### config.mk
export PLATFORM = sky130hd
export DESIGN_NAME = hermes_vc_crossbar
export DESIGN_NICKNAME = d
export VERILOG_FILES = /design/src/rtl/hermes_pkg.sv /design/src/rtl/hermes_credit_counter.sv /design/src/rtl/hermes_vc_crossbar.sv
export SDC_FILE = /design/constraint.sdc
export NUM_CORES = 1
export LEC_CHECK = 0
export CAP_MARGIN = 20
export CORE_AREA = 2 2 216 218
export CTS_BUF_LIST = sky130_fd_sc_hd__clkbuf_8
export DETAILED_ROUTE_END_ITERATION = 16
export DIE_AREA = 0 0 218 220
export GPL_ROUTABILITY_DRIVEN = 0
export PLACE_DENSITY = 0.75
export SETUP_SLACK_MARGIN = 0.05
export SYNTH_ARGS = -nofsm -noshare
export SYNTH_HDL_FRONTEND = slang
export SYNTH_SLANG_ARGS = --single-unit
### constraint.sdc
create_clock -name clk_i -period 6 [get_ports clk_i]
set_clock_uncertainty 0.05 [all_clocks]
set_input_delay 1.2 -clock clk_i [delete_from_list [all_inputs] [get_ports clk_i]]
set_output_delay 1.2 -clock clk_i [all_outputs]
set_load 0.02 [all_outputs]
### src/rtl/hermes_pkg.sv
// hermes_pkg: shared sizes, flit type and port indices for the Hermes VC router
package hermes_pkg;
  localparam int FLIT_SIZE = 32;
  localparam int NPORT = 5;
  localparam int NVC = 2;
  localparam int CREDITS = 4;
  localparam int NCH = NPORT * NVC;
  localparam int CH_W = $clog2(NCH);
  localparam int VC_W = NVC > 1 ? $clog2(NVC) : 1;
  localparam int CNT_W = $clog2(CREDITS + 1);
  localparam int EAST = 0;
  localparam int WEST = 1;
  localparam int NORTH = 2;
  localparam int SOUTH = 3;
  localparam int LOCAL = 4;
  typedef logic [FLIT_SIZE-1:0] flit_t;
endpackage

### src/rtl/hermes_credit_counter.sv
// hermes_credit_counter: saturating up/down credit count for one (output, VC) pair
module hermes_credit_counter
  import hermes_pkg::*;
(
  input  logic             clk_i,
  input  logic             rst_i,
  input  logic             inc,
  input  logic             dec,
  output logic [CNT_W-1:0] count,
  output logic             nonzero
);
  localparam logic [CNT_W-1:0] FULL = CNT_W'(CREDITS);
  assign nonzero = count != '0;
  always_ff @(posedge clk_i)
    if (rst_i) count <= FULL;
    else if (inc && !dec && count != FULL) count <= count + CNT_W'(1);
    else if (dec && !inc) count <= count - CNT_W'(1);
  always_ff @(posedge clk_i)
    if (!rst_i && inc && !dec)
      assert (count != FULL) else $warning("hermes_credit_counter: credit returned to a full counter");
endmodule

### src/rtl/hermes_vc_crossbar.sv
// hermes_vc_crossbar: registered credit-based crossbar from (port, VC) input channels to output links
module hermes_vc_crossbar
  import hermes_pkg::*;
(
  input  logic             clk_i,
  input  logic             rst_i,
  input  logic [NCH-1:0]   req_i,
  input  flit_t            data_i [NCH],
  output logic [NCH-1:0]   ack_o,
  input  logic [NPORT-1:0] free_i,
  input  logic [CH_W-1:0]  sel_i [NPORT],
  input  logic [VC_W-1:0]  ovc_i [NPORT],
  input  logic [NPORT-1:0] credit_i,
  input  logic [VC_W-1:0]  credit_vc_i [NPORT],
  output logic [NPORT-1:0] tx_o,
  output logic [VC_W-1:0]  vc_o [NPORT],
  output flit_t            data_o [NPORT]
);
  localparam int CH_P = 1 << CH_W;
  localparam int VC_P = 1 << VC_W;
  logic [CH_P-1:0] req_p, taken;
  logic [NPORT-1:0] send;
  logic [NVC-1:0] nz [NPORT];
  logic [VC_P-1:0] nz_p [NPORT];
  // zero-padding makes out-of-range sel/ovc codes read as "no request / no credit"
  assign req_p = CH_P'(req_i);
  assign ack_o = taken[NCH-1:0];
  for (genvar o = 0; o < NPORT; o++) begin : g_out
    assign nz_p[o] = VC_P'(nz[o]);
    for (genvar v = 0; v < NVC; v++) begin : g_vc
      logic [CNT_W-1:0] count;
      logic nonzero;
      hermes_credit_counter u_cnt (
        .clk_i,
        .rst_i,
        .inc(credit_i[o] && credit_vc_i[o] == VC_W'(v)),
        .dec(send[o] && ovc_i[o] == VC_W'(v)),
        .count,
        .nonzero
      );
      assign nz[o][v] = nonzero && count != '0;
    end
  end
  // lower output indices claim a channel first; later duplicates are suppressed
  always_comb begin
    send = '0;
    taken = '0;
    for (int o = 0; o < NPORT; o++)
      if (!rst_i && !free_i[o] && req_p[sel_i[o]] && nz_p[o][ovc_i[o]] && !taken[sel_i[o]]) begin
        send[o] = 1'b1;
        taken[sel_i[o]] = 1'b1;
      end
  end
  always_ff @(posedge clk_i)
    for (int o = 0; o < NPORT; o++) begin
      tx_o[o] <= send[o];
      vc_o[o] <= send[o] ? ovc_i[o] : '0;
      data_o[o] <= send[o] ? data_i[sel_i[o]] : '0;
    end
endmodule

# [Word-level counts from Yosys, hierarchy flattened]
# Memories as Yosys holds them, arrays and structs flattened.
# Cells that the tools add are included.
[totals] out_inout_bits=180 mem_count=1 reg_bits=200 romBits=16 elab_cells=301 inputBits=372
[op_classes] n_addsub=20 n_lt_le_gt_ge=20 n_bitwise=19 n_mux=84 n_reduce_logical=126 n_eq_ne=10
[memory_table] memory="(name not given)" depth=16 word_bits=1 read_ports=1 rd_clocked_by_memory_dff=0 write_ports=0 line="hermes_vc_crossbar.sv:49" rtl="if (!rst_i && !free_i[o] && req_p[sel_i[o]] && nz_p[o][ovc_i[o]] && !taken[sel_i[o]]) begin"
[op_table] operator="binary-select mux 32 bit (select 4 bit)" count=5
[op_table] operator="2-to-1 mux 32 bit" count=10
[op_table] operator="logical AND 1 bit" count=75
[op_table] operator="2-to-1 mux 16 bit" count=4
[op_table] operator="2-to-1 mux 3 bit" count=20
[op_table] operator="bitwise OR 16 bit" count=3
[op_table] operator="binary-select mux 1 bit (select 4 bit)" count=9
[op_table] operator="zero test 1 bit" count=31
[op_table] operator="adder 3 x 1 -> 3 bit, second input constant" count=10
[op_table] operator="2-to-1 mux 1 bit" count=30
[op_table] operator="!= test 3 bit, second input constant" count=10
[op_table] operator="nonzero test 3 bit" count=10
[op_table] operator="subtractor 3 x 1 -> 3 bit, second input constant" count=10
[op_table] operator="greater-or-equal comparator 5 bit, second input constant" count=5
[op_table] operator="less-than comparator 4 x 5 -> 1 bit, second input constant" count=5
[op_table] operator="inverter 4 -> 5 bit" count=5
[op_table] operator="demux 1 bit (select 4 bit)" count=5
[op_table] operator="greater-or-equal comparator 4 x 1 -> 1 bit, second input constant" count=5
[op_table] operator="nonzero test 2 bit" count=10
[op_table] operator="less-than comparator 1 x 2 -> 1 bit, second input constant" count=5
[op_table] operator="2-to-1 mux 10 bit" count=1
[op_table] operator="inverter 1 bit" count=10
[op_table] operator="bitwise OR 10 bit" count=1

# [Logic depth before layout (Yosys ltp)]
# Gate-level depths: netlist of run 1.
[logic_depth] word_depth=31 ltp_mapped=20 mapped_depth_nobuf=16

# [Modules after synthesis]
# From an unflattened synthesis of run 1, not the netlist that was laid out.
[unflattened] cells_unflattened=1920 hier_area_um2=20701.1
[modules_own_cells] mod="hermes_vc_crossbar" n_inst=1 cells_each=1690 area_per_inst_um2=18611.6 seq_area_each_um2=3403.3
[modules_own_cells] mod="hermes_credit_counter" n_inst=10 cells_each=23 area_per_inst_um2=209.0 seq_area_each_um2=60.1

# [Worst setup path before layout of run 1]
# No wires, ideal clock.
[synth_path] kind="input to output" from="in sel_i[16] (netlist name)" to="out ack_o[0]" required_time_ps=4750 t_arrival_ps=4574 path_stages=17 setup_slack_ps=176 path_buffers=4 path_cell_list="buf_2 mux4_2 nand2_1 a31o_1 buf_4 inv_1 o2bb2ai_1 nor3_2 buf_4 a21oi_1 o211ai_1 and4_1 buf_2 nand4_2 inv_2 nand2_1 o31ai_1"
[synth_between] elab_chain_len=26 elab_cells_between_ends=38
[synth_rtl] element="start, declared" line="hermes_vc_crossbar.sv:11" rtl="input logic [CH_W-1:0] sel_i [NPORT],"
[synth_rtl] element="branches (longest 5 deep; another with less-than comparator 4 x 5 -> 1 bit)"
[synth_rtl] element="2-to-1 mux 16 bit *" line="hermes_vc_crossbar.sv:49"
[synth_rtl] element="binary-select mux 1 bit (select 4 bit)" line="hermes_vc_crossbar.sv:49"
[synth_rtl] element="2-to-1 mux 1 bit (not written as such)" line="hermes_vc_crossbar.sv:49"
[synth_rtl] element="zero test 1 bit" line="hermes_vc_crossbar.sv:49"
[synth_rtl] element="logical AND 1 bit" line="hermes_vc_crossbar.sv:49"
[synth_rtl] element="2-to-1 mux 16 bit *" line="hermes_vc_crossbar.sv:49"
[synth_rtl] element="binary-select mux 1 bit (select 4 bit)" line="hermes_vc_crossbar.sv:49"
[synth_rtl] element="(+6 left out)"
[synth_rtl] element="zero test 1 bit" line="hermes_vc_crossbar.sv:49"
[synth_rtl] element="logical AND 1 bit" line="hermes_vc_crossbar.sv:49"
[synth_rtl] element="2-to-1 mux 16 bit *" line="hermes_vc_crossbar.sv:49"
[synth_rtl] element="binary-select mux 1 bit (select 4 bit)" line="hermes_vc_crossbar.sv:49"
[synth_rtl] element="2-to-1 mux 1 bit (not written as such)" line="hermes_vc_crossbar.sv:49"
[synth_rtl] element="zero test 1 bit" line="hermes_vc_crossbar.sv:49"
[synth_rtl] element="logical AND 1 bit" line="hermes_vc_crossbar.sv:49"
[synth_rtl] element="2-to-1 mux 10 bit *" line="hermes_vc_crossbar.sv:49"
[synth_rtl] element="end, declared" line="hermes_vc_crossbar.sv:9" rtl="output logic [NCH-1:0] ack_o,"
# Every way passes the cells marked *. The select of a mux whose other input is x is not followed.

# [Worst setup path after layout of run 1]
[layout_path] from="in ovc_i[3] (netlist name)" to="out ack_o[1]"
[layout_between] elab_chain_len=20 elab_cells_between_ends=23
[layout_rtl] element="start, declared" line="hermes_vc_crossbar.sv:12" rtl="input logic [VC_W-1:0] ovc_i [NPORT],"
[layout_rtl] element="2-to-1 mux 1 bit (not written as such) * (2 in a row)" line="hermes_vc_crossbar.sv:49"
[layout_rtl] element="logical AND 1 bit * (2 in a row)" line="hermes_vc_crossbar.sv:49"
[layout_rtl] element="2-to-1 mux 16 bit *" line="hermes_vc_crossbar.sv:49"
[layout_rtl] element="binary-select mux 1 bit (select 4 bit)" line="hermes_vc_crossbar.sv:49"
[layout_rtl] element="2-to-1 mux 1 bit (not written as such)" line="hermes_vc_crossbar.sv:49"
[layout_rtl] element="zero test 1 bit" line="hermes_vc_crossbar.sv:49"
[layout_rtl] element="logical AND 1 bit" line="hermes_vc_crossbar.sv:49"
[layout_rtl] element="2-to-1 mux 16 bit *" line="hermes_vc_crossbar.sv:49"
[layout_rtl] element="(+2 left out)"
[layout_rtl] element="zero test 1 bit" line="hermes_vc_crossbar.sv:49"
[layout_rtl] element="logical AND 1 bit" line="hermes_vc_crossbar.sv:49"
[layout_rtl] element="2-to-1 mux 16 bit *" line="hermes_vc_crossbar.sv:49"
[layout_rtl] element="binary-select mux 1 bit (select 4 bit)" line="hermes_vc_crossbar.sv:49"
[layout_rtl] element="2-to-1 mux 1 bit (not written as such)" line="hermes_vc_crossbar.sv:49"
[layout_rtl] element="zero test 1 bit" line="hermes_vc_crossbar.sv:49"
[layout_rtl] element="logical AND 1 bit" line="hermes_vc_crossbar.sv:49"
[layout_rtl] element="2-to-1 mux 10 bit *" line="hermes_vc_crossbar.sv:49"
# Mark *: on every way between the ends. The rest lies on a longest branch, timed or not. The select of a mux whose other input is x is not followed.

==> impl_metrics.ini, run 1 <==
[timing]
timing_worst_slew_pin_value_ns = 0.992
setup_slack_ns = 0.0640
layout_worst_path_cycle_share_pct = 98.9
finalSetupViolCount = 0
relSlewSlack_pct = 33.8
unrepaired_setup_endpoints_after_global_routing = yes
report.final.hold_viol_count = 0
final-max-slew-violation-count = 0
period_minus_slack_ns = 5.94
clock.fmax_mhz = 168

[routing]
antenna_left = 0
drt_drc_violations_left = 0
avgRoutedWirePerCell_um = 30.1
routed_wl_mm = 94.5
vias_per_cell = 7.00
drt_iter0_markers = 2901
vias = 22000
drt_pass1_iterations = 8

[grt]
groute.layer.met1.usage_pct = 45.9
grt_max_degree = 45
gr-max-usage-layer = met2
grt_remaining_overflow = 0
global_route.usage.met3_pct = 14.6
groute.usage.overall_pct = 39.0
first_global_vias = 21900
antenna_found_initial = 21
grt_first_pass_wirelength_mm = 137
met2_usage_pct = 59.7

[critical_path]
setup.worst_path.end_class = output port
critical_path_peak_fanout = 5
slowest_delay_ns = 0.59
worstSetupPathType = input pin to output port
rrSetupSlack_ns = 1.26
critical_path.cell_chain = clkbuf_2 -> nor4b_2 -> or4_4 -> or4_4 -> o41ai_4 -> buf_4 -> nor3_4 -> buf_6 -> buf_4 -> a211oi_4 -> nand3_2 -> nand4_4 -> inv_2 -> buf_4 -> a311o_1 -> buf_6
critical_path_required_ns = 4.75
critical_path.slowest_cell = or4_4
critPathArrivalTime_ns = 4.69
critPathMostFrequentCell = buf_4
worstSetupStartpointType = input pin

[clock_network]
cts_htree_levels = 4
clkSinkCount = 200
clk_path_buf_depth = 2
numCtsBuffers = 17
cts-hold-fix-buffers = 0
tritoncts = done
clk_pin_slew_worst_paths_ns = 0.11
cts_root_buffer = clkbuf_8
insertion_delay_to_the_later_sink_of_the_worst_skew_pair_ns = 0.61

[synthesis]
synth-async-reset-ratio_pct = 0
synthesis.area_um2 = 20100
synth_top_cell_by_area = mux4_2
synth_top_area_share_pct = 36.1
synth_enable_flop_cells = 0
ys_dominant_reg_cell = dfxtp_1
ys_seq_area_share_pct = 19.9
yosys.cell_types.count = 97
synth_seq_cells = 200
synth.yosys.warnings = 0
net_count_synth = 2317
syn_avg_cell_area_um2 = 10.4
postSynthCellCount = 1935
post_synth_main_area_contributors = mux4_2 (36%), dfxtp_1 (20%), mux2i_1 (9.1%)

[place]
detailedPlace.worstSlack_ns = -0.700
portBuffers = 551
hpwl_mm = 65.7
place.detailed.instances = 3068

[final_layout]
register_area_um2 = 4000
final_net_count = 2881
multi_input_area_um2 = 15600
most_common_cell_after_layout_fill_and_taps_aside = clkdlybuf4s50_1
area_delta_synth_final_pct = 38.1
layout-drive-gt1-share_pct = 26.6
instances_no_fill = 3140
final.fill_count = 3742
layout_common_cells = clkdlybuf4s50_1 (509), mux4_2 (323), nor2_1 (229), dfxtp_1 (200), buf_4 (195)

[die]
floorplan.core_area_um2 = 45900
placementRows = 79
floorplan_die_height_um = 220
die_span_x_um = 218
die_area_um2 = 48000
initial_utilization_pct = 43.9
boundaryPins = 552

[power]
power_density_over_the_cells_nw_per_um2 = 152
share_comb_of_total_power_pct = 42.5
maximum_vdd_ir_drop_mv = 0.151
p_clk_share_pct = 24.3
switching_power_uw = 1520
power.internal_uw = 2710
seq_power_share_pct = 33.2
power.switching_fraction_pct = 36.0
total_leakage_power_uw = 0.0102

[job]
cap_violations = 0

[worst_hold_path]
hp-class = register to register

[outcome]
status = completed
## cell usage after synthesis, types with 6 or more instances
cell	count
mux4_2	323
nor4_1	17
nand3_1	17
a221oi_1	100
nor3b_1	6
xor2_1	14
buf_2	8
o31ai_1	6
fa_1	10
nand2b_1	11
buf_6	6
a21oi_1	86
o22a_1	33
nand2_1	193
inv_1	21
dfxtp_1	200
buf_1	63
o22ai_1	35
o21ai_0	23
mux2i_1	183
clkbuf_1	113
nand4_1	10
nor2b_1	16
xnor2_1	9
nor2_1	231
and2_1	36
nor3_1	16
o211ai_1	8
a211oi_1	9
## worst paths after layout
check,start,to,cells after the start
min reg2reg,g_out[2].g_vc[0].u_cnt.count[2],g_out[2].g_vc[0].u_cnt.count[2],2
max reg2reg,g_out[1].g_vc[1].u_cnt.count[1],g_out[2].g_vc[0].u_cnt.count[2],14
max,ovc_i[3],ack_o[1],16
min,g_out[2].g_vc[0].u_cnt.count[2],g_out[2].g_vc[0].u_cnt.count[2],2
## area by class of cell
class / count / area share (%)
diodes: 21 / 0.189
clock buffers: 17 / 0.841
clock inverters: 15 / 0.729
inverters: 25 / 0.342
multi-input cells: 1513 / 56.0
flip-flops and latches: 200 / 14.4
well taps: 607 / 2.73
repair buffers: 742 / 24.8
## flip-flops by register name, summed over array words and instances, names as in the netlist
name	cells
data_o	160
g_out.g_vc.u_cnt.count	30
vc_o	5
tx_o	5
## through the flow
| stage | hold WS (ns) | setup TNS, ns | utilization (%) | instance area [um^2] | total power (uW) |
|---|---|---|---|---|---|
| final | 0.514 | 0 | 60.6 | 27800 | 4240 |
| after global routing | 0.537 | -0.00326 | 60.6 | 27800 | 4400 |
| after CTS | 0.509 | 0 | 60.1 | 27600 | 4200 |
| after detailed placement | 0.476 | -5.41 | 58.7 | 26900 | 3170 |
| after global placement | 0.465 | -4.81 | 58.7 | 26900 | 3120 |
| after floorplan | 0.437 | 0 | - | 20100 | 2430 |
## worst max-delay path, delay by kind of cell
family / cells / cell delay (ns)
buffers and inverters: 7 / 0.88
and+or+nand+nor: 6 / 1.56
AOI/OAI and AO/OA: 3 / 1.04
## timing repair
| item | 4_1_cts | 5_1_grt |
|---|---|---|
| buffers inserted | 10 | 9 |
| pin swaps | 20 | 19 |
| gates resized for setup | 80 | 40 |
| setup endpoints to repair | 10 | 10 |
## cells by family after synthesis
logic type,count (synthesis),share of synthesized area (%)
AO/OA/AOI/OAI,375,14.3
XOR/XNOR,23,1.00
adder cells (fa/ha/maj),10,0.994
buffers and inverters,222,4.68
flip-flops,200,19.9
multiplexers,513,45.6
AND/OR/NAND/NOR,592,13.5
## power by group through the flow
stage          Combinational (uW)  Sequential (uW)  Clock, uW
4_1_cts                      1750             1400       1050
3_3_place_gp                 1690             1430          0
2_1_floorplan                 972             1460          0
5_1_grt                      1890             1410       1100
6_report                     1800             1410       1030
3_5_place_dp                 1730             1440          0
## metal layers
layer | routed length [um] | part of all wire (%)
met1 | 30400 | 32
met2 | 43400 | 46
met3 | 14100 | 15
met4 | 6490 | 6.9
met5 | 172 | 0.18
Power figures use the tool's default switching activity.
==> run 2: changes to the inputs <==
--- a/config.mk
+++ b/config.mk
@@ -5,7 +5,6 @@
 export SDC_FILE = /design/constraint.sdc
 export NUM_CORES = 1
 export LEC_CHECK = 0
-export CAP_MARGIN = 20
 export CORE_AREA = 2 2 216 218
 export CTS_BUF_LIST = sky130_fd_sc_hd__clkbuf_8
 export DETAILED_ROUTE_END_ITERATION = 16
@@ -13,6 +12,7 @@
 export GPL_ROUTABILITY_DRIVEN = 0
 export PLACE_DENSITY = 0.75
 export SETUP_SLACK_MARGIN = 0.05
+export SLEW_MARGIN = 5
 export SYNTH_ARGS = -nofsm -noshare
 export SYNTH_HDL_FRONTEND = slang
 export SYNTH_SLANG_ARGS = --single-unit
==> results of run 2 <==
Final layout, timing and power as in run 1 (identical DEF).
